==> src/rtl/arith_pkg.sv <==
// Shared definitions for the sign-magnitude arithmetic datapath
// (add-shift multiplier and add-subtract divider).
package arith_pkg;

    // Default operand width, sign bit included.
    localparam int W     = 8;
    // Magnitude width.
    localparam int M     = W - 1;
    // Iteration counter width.
    localparam int CNT_W = $clog2(M);

    // Iterative-unit control states.
    typedef enum logic {
        IDLE = 1'b0,
        RUN  = 1'b1
    } state_e;

    // Result sign from the two operand signs.
    // A zero magnitude always yields +0, so -0 never leaves the datapath.
    function automatic logic sm_sign(input logic xs, input logic ys, input logic mag_zero);
        return (xs ^ ys) & ~mag_zero;
    endfunction

endpackage

==> src/rtl/mul_as.sv <==
// Sequential sign-magnitude multiplier, iterative add-shift, one
// magnitude bit per clock.
//
// Handshake: start is sampled only while busy=0. The accepting edge
// latches x and y, and busy is high for the next M cycles. The
// completing edge updates p and raises done for exactly one cycle.
// start while busy=1 is dropped (neither queued nor restarting).
// start in the done cycle is accepted, because busy is already low.
module mul_as #(
    parameter int W = arith_pkg::W
) (
    input  logic           clk,
    input  logic           rst,
    input  logic [W-1:0]   x,
    input  logic [W-1:0]   y,
    input  logic           start,
    output logic [2*W-1:0] p,
    output logic           busy,
    output logic           done,
    output logic           dbg_state
);
    import arith_pkg::*;

    localparam int MAG_W = W - 1;
    localparam int CW    = (MAG_W > 1) ? $clog2(MAG_W) : 1;
    localparam logic [CW-1:0] LAST_CNT = CW'(MAG_W - 1);

    state_e               state_q;
    logic [MAG_W-1:0]     mc_q;
    logic [MAG_W-1:0]     mp_q;
    logic [MAG_W-1:0]     acc_q;
    logic [CW-1:0]        cnt_q;
    logic                 sgn_q;
    logic [2*W-1:0]       p_q;
    logic                 busy_q;
    logic                 done_q;

    logic [MAG_W:0]       sum;
    logic [MAG_W:0]       sel;
    logic [MAG_W-1:0]     acc_d;
    logic [MAG_W-1:0]     mp_d;
    logic [2*MAG_W-1:0]   mag_d;
    logic [2*W-1:0]       p_d;

    // One add-shift step: conditionally add the multiplicand, then shift
    // the {carry, acc, mp} pair right by one.
    always_comb begin
        sum   = {1'b0, acc_q} + {1'b0, mc_q};
        sel   = mp_q[0] ? sum : {1'b0, acc_q};
        acc_d = sel[MAG_W:1];
        mp_d  = {sel[0], mp_q[MAG_W-1:1]};
        mag_d = {acc_d, mp_d};
        p_d   = {sm_sign(sgn_q, 1'b0, ~|mag_d), 1'b0, mag_d};
    end

    // Control FSM and datapath registers; reset wins over start.
    always_ff @(posedge clk) begin
        if (rst) begin
            state_q <= IDLE;
            mc_q    <= '0;
            mp_q    <= '0;
            acc_q   <= '0;
            cnt_q   <= '0;
            sgn_q   <= 1'b0;
            p_q     <= '0;
            busy_q  <= 1'b0;
            done_q  <= 1'b0;
        end else begin
            done_q <= 1'b0;
            case (state_q)
                IDLE: begin
                    if (start) begin
                        mc_q    <= x[MAG_W-1:0];
                        mp_q    <= y[MAG_W-1:0];
                        sgn_q   <= x[W-1] ^ y[W-1];
                        acc_q   <= '0;
                        cnt_q   <= '0;
                        busy_q  <= 1'b1;
                        state_q <= RUN;
                    end
                end
                RUN: begin
                    acc_q <= acc_d;
                    mp_q  <= mp_d;
                    cnt_q <= cnt_q + 1'b1;
                    if (cnt_q == LAST_CNT) begin
                        p_q     <= p_d;
                        done_q  <= 1'b1;
                        busy_q  <= 1'b0;
                        state_q <= IDLE;
                    end
                end
                default: state_q <= IDLE;
            endcase
        end
    end

    assign p         = p_q;
    assign busy      = busy_q;
    assign done      = done_q;
    assign dbg_state = (state_q == RUN);

endmodule

==> config.mk <==
export PLATFORM = sky130hd
export DESIGN_NAME = mul_as
export DESIGN_NICKNAME = d
export VERILOG_FILES = /design/src/rtl/arith_pkg.sv /design/src/rtl/mul_as.sv
export SDC_FILE = /design/constraint.sdc
export NUM_CORES = 1
export LEC_CHECK = 0
export CORE_ASPECT_RATIO = 1.5
export CORE_MARGIN = 5
export CORE_UTILIZATION = 37
export CTS_BUF_LIST = sky130_fd_sc_hd__clkbuf_8
export DETAILED_ROUTE_END_ITERATION = 8
export SLEW_MARGIN = 20
export SYNTH_ARGS = -nofsm -noshare
export SYNTH_HDL_FRONTEND = slang
export SYNTH_SLANG_ARGS = --single-unit
==> constraint.sdc <==
create_clock -name clk -period 2.93 [get_ports clk]
set_input_delay 0.879 -clock clk [delete_from_list [all_inputs] [get_ports clk]]
set_output_delay 0.879 -clock clk [all_outputs]
set_load 0.1 [all_outputs]
==> flow_summary_export.csv <==
group,metric,value,unit
clock_network,clockRootBuffer,"clkbuf_8",
detailed_routing,firstDrtPassIters,4,
detailed_routing,postRouteAntennaNets,0,
power_and_ir_drop,cellPowerDensity,459.2,nW/um2
cells_and_area,fin_util,47.33,%
power_and_ir_drop,p_leak,1.033,nW
timing,holdWs,0.4653,ns
power_and_ir_drop,clock_power_share,32.0,%
global_route,grt_use_met2,22.87,%
power_and_ir_drop,power,0.001131,W
clock_network,post_cts_buffers,0,
detailed_routing,wl_per_cell,13.46,um
cells_and_area,multi_input_area,1042,um2
cells_and_area,final_nets,282,
outcome,status,"completed",
placed_design,dp_hpwl,3206,um
detailed_routing,drt-vias-per-instance,5.047,
power_and_ir_drop,ir_worst_vdd,0.2039,mV
timing,fin_setup_tns,0,ns
power_and_ir_drop,sw_frac_of_total,26.57,%
global_route,first_global_vias,1583,
timing,tightest_slew,0.5867,ns
logic_synthesis,synth_cell_types,41,
global_route,met3_usage,2.305,%
detailed_routing,drtIter0Drc,76,
global_route,grt_max_degree,39,
cells_and_area,diodes,0,
timing,final-setup-viol-count,0,
power_and_ir_drop,p_sw,0.0003006,W
global_route,gr-usage-met1,15.49,%
placed_design,io_buffers,36,
clock_network,cts_max_level,2,
global_route,overflow,0,
global_route,grt.total_usage,13.21,%
critical_path,critPathRequiredTime,3.11,ns
clock_network,clock_latency,0.29,ns
global_route,grt_pass1_wl,7355,um
floorplanning,io_pins,38,
floorplanning,die_h,99.81,um
clock_network,cts_hold_buf,0,
clock_network,cts_tree,"built",
logic_synthesis,synth_cells,218,
critical_path,crit_arrival,2.36,ns
logic_synthesis,avgSynthCellArea,9.126,um2
power_and_ir_drop,power_frac_comb,13.3,%
floorplanning,fp-row-count,32,
logic_synthesis,seq_area_frac_synth,43.27,%
logic_synthesis,synthesis.area,1989,um2
floorplanning,initial_core_util,38.22,%
critical_path,path_class,"flop to flop",
job,maxCapViolCount,0,
cells_and_area,syn_to_final_growth,23.84,%
power_and_ir_drop,pwr-share-seq,54.7,%
timing,final-max-slew-violation-count,0,
placed_design,finalWeightedCongestion,0.8087,
clock_network,cts_sinks,43,
timing,fin_skew,0.007062,ns
timing,finalHoldViolCount,0,
detailed_routing,num_vias,1625,
power_and_ir_drop,p_int,0.0008307,W
timing,max_slew_margin,60.84,%
logic_synthesis,ys_async_sr_fraction,0,%
clock_network,clk_path_buf_depth,2,
clock_network,post_cts_resized,0,
timing,fin_crit_sh,74.25,%
critical_path,crit_path_max_fanout,3,
logic_synthesis,synth_edf_count,0,
cells_and_area,drive_above_1_share,16.14,%
global_route,grt.busiest_layer,"met2",
timing,fmax,0.4596,GHz
detailed_routing,drc,0,
logic_synthesis,syn_nets,247,
critical_path,end_kind,"flop",
detailed_routing,drt-total-wl,4334,um
timing,fin_crit,2.176,ns
cells_and_area,layout_common_cells,"dfxtp_1, a21oi_1, nor2_1",
cells_and_area,final_common_cell,"dfxtp_1",
logic_synthesis,synth_flop_cell,"dfxtp_1",
critical_path,critPathLaunchType,"flop",
timing,rsz0062_at_grt,"false",
cells_and_area,seq_area,860.8,um2
logic_synthesis,yosysWarnings,0,
min_path,hold_path.class,"flop to flop",
floorplanning,die_w,69.87,um
floorplanning,die-area,6973,um2
cells_and_area,fillers,547,
clock_network,cts_inserted_buffers,5,
logic_synthesis,ys_seq_elements,43,
clock_network,clk_pin_slew,0.08,ns
floorplanning,core_area,5205,um2
global_route,antenna_found_initial,0,
worst paths after layout:
kind,startpoint,endpoint,slack [ns],cells after the start
max,mc_q[0]$_SDFFE_PP0P_,p[15]$_SDFFE_PP0P_,0.75,8
min,mc_q[0]$_SDFFE_PP0P_,mc_q[0]$_SDFFE_PP0P_,0.47,2
max reg2reg,mc_q[0]$_SDFFE_PP0P_,p[15]$_SDFFE_PP0P_,0.75,8
min reg2reg,mc_q[0]$_SDFFE_PP0P_,mc_q[0]$_SDFFE_PP0P_,0.47,2
stage by stage:
step | std cells | cell area [um2] | worst slack (ns)
4_1_cts | 322 | 2464 | 0.7390
3_3_place_gp | 314 | 2380 | 0.6419
3_5_place_dp | 314 | 2380 | 0.6131
2_1_floorplan | 218 | 1989 | 0.8772
6_report | 322 | 2464 | 0.7544
5_1_grt | 322 | 2464 | 0.5869
cell families after synthesis:
logic type                 synth area share, %
buffers and inverters                    4.339
other                                   0.1885
adders and majority gates                6.667
muxes                                    7.107
xor gates and xnor gates                 2.202
and+or+nand+nor                          16.73
DFF                                      43.27
AOI/OAI and AO/OA                        19.50
critical path, stage by stage, from the launching register on:
cell,delay (ns)
dfxtp_1,0.32
ha_1,0.23
fa_1,0.45
a211oi_2,0.21
o21ai_1,0.09
xor2_1,0.14
mux2_4,0.28
nor4_2,0.26
o21ai_1,0.07
cells in the mapped netlist (all sizes together) (2+ instances only):
library cell	n	area, um2
a22o	11	97.59
nand3b	3	22.52
o211ai	2	15.01
mux2i	10	100.1
a211oi	6	50.05
dfxtp	43	860.8
nand2	19	71.32
o21ai	9	45.04
xnor2	3	26.28
nor2	25	93.84
inv	5	18.77
a21oi	27	135.1
ha	9	112.6
clkbuf	8	30.03
nor3b	6	45.04
mux2	3	41.29
nor4	2	18.77
nor2b	4	25.02
xor2	2	17.52
buf	6	37.53
metal layers:
layer | vias to the layer above | wire length [um] | part of all wire (%)
li1 | 837 | - | -
met1 | 752 | 1859 | 43
met2 | 29 | 2204 | 51
met3 | 7 | 170 | 3.9
met4 | 0 | 99 | 2.3
met5 | - | 0 | 0
layout make-up:
type	instances	area share, %
clock buffer	5	2.793
clock inverter	3	0.6094
inverter	5	0.7618
multi-input combinational	156	42.31
sequential	43	34.94
tap	68	3.454
timing repair buffer	42	15.13
power by group through the flow:
| stage | registers, W | clock network [W] | logic, W |
|---|---|---|---|
| 6_report | 0.000619 | 0.000362 | 0.000150 |
| 5_1_grt | 0.000622 | 0.000395 | 0.000167 |
| 4_1_cts | 0.000619 | 0.000368 | 0.000152 |
| 3_5_place_dp | 0.000633 | 0 | 0.000151 |
| 3_3_place_gp | 0.000633 | 0 | 0.000151 |
| 2_1_floorplan | 0.000640 | 0 | 0.0000905 |
flip-flops by register name (all words and copies together), names as in the netlist:
register,flops
done,1
mc_q,7
dbg_state,1
busy,1
acc_q,7
sgn_q,1
cnt_q,3
mp_q,7
p,15
Note: power is estimated with default switching activity, not from simulation.
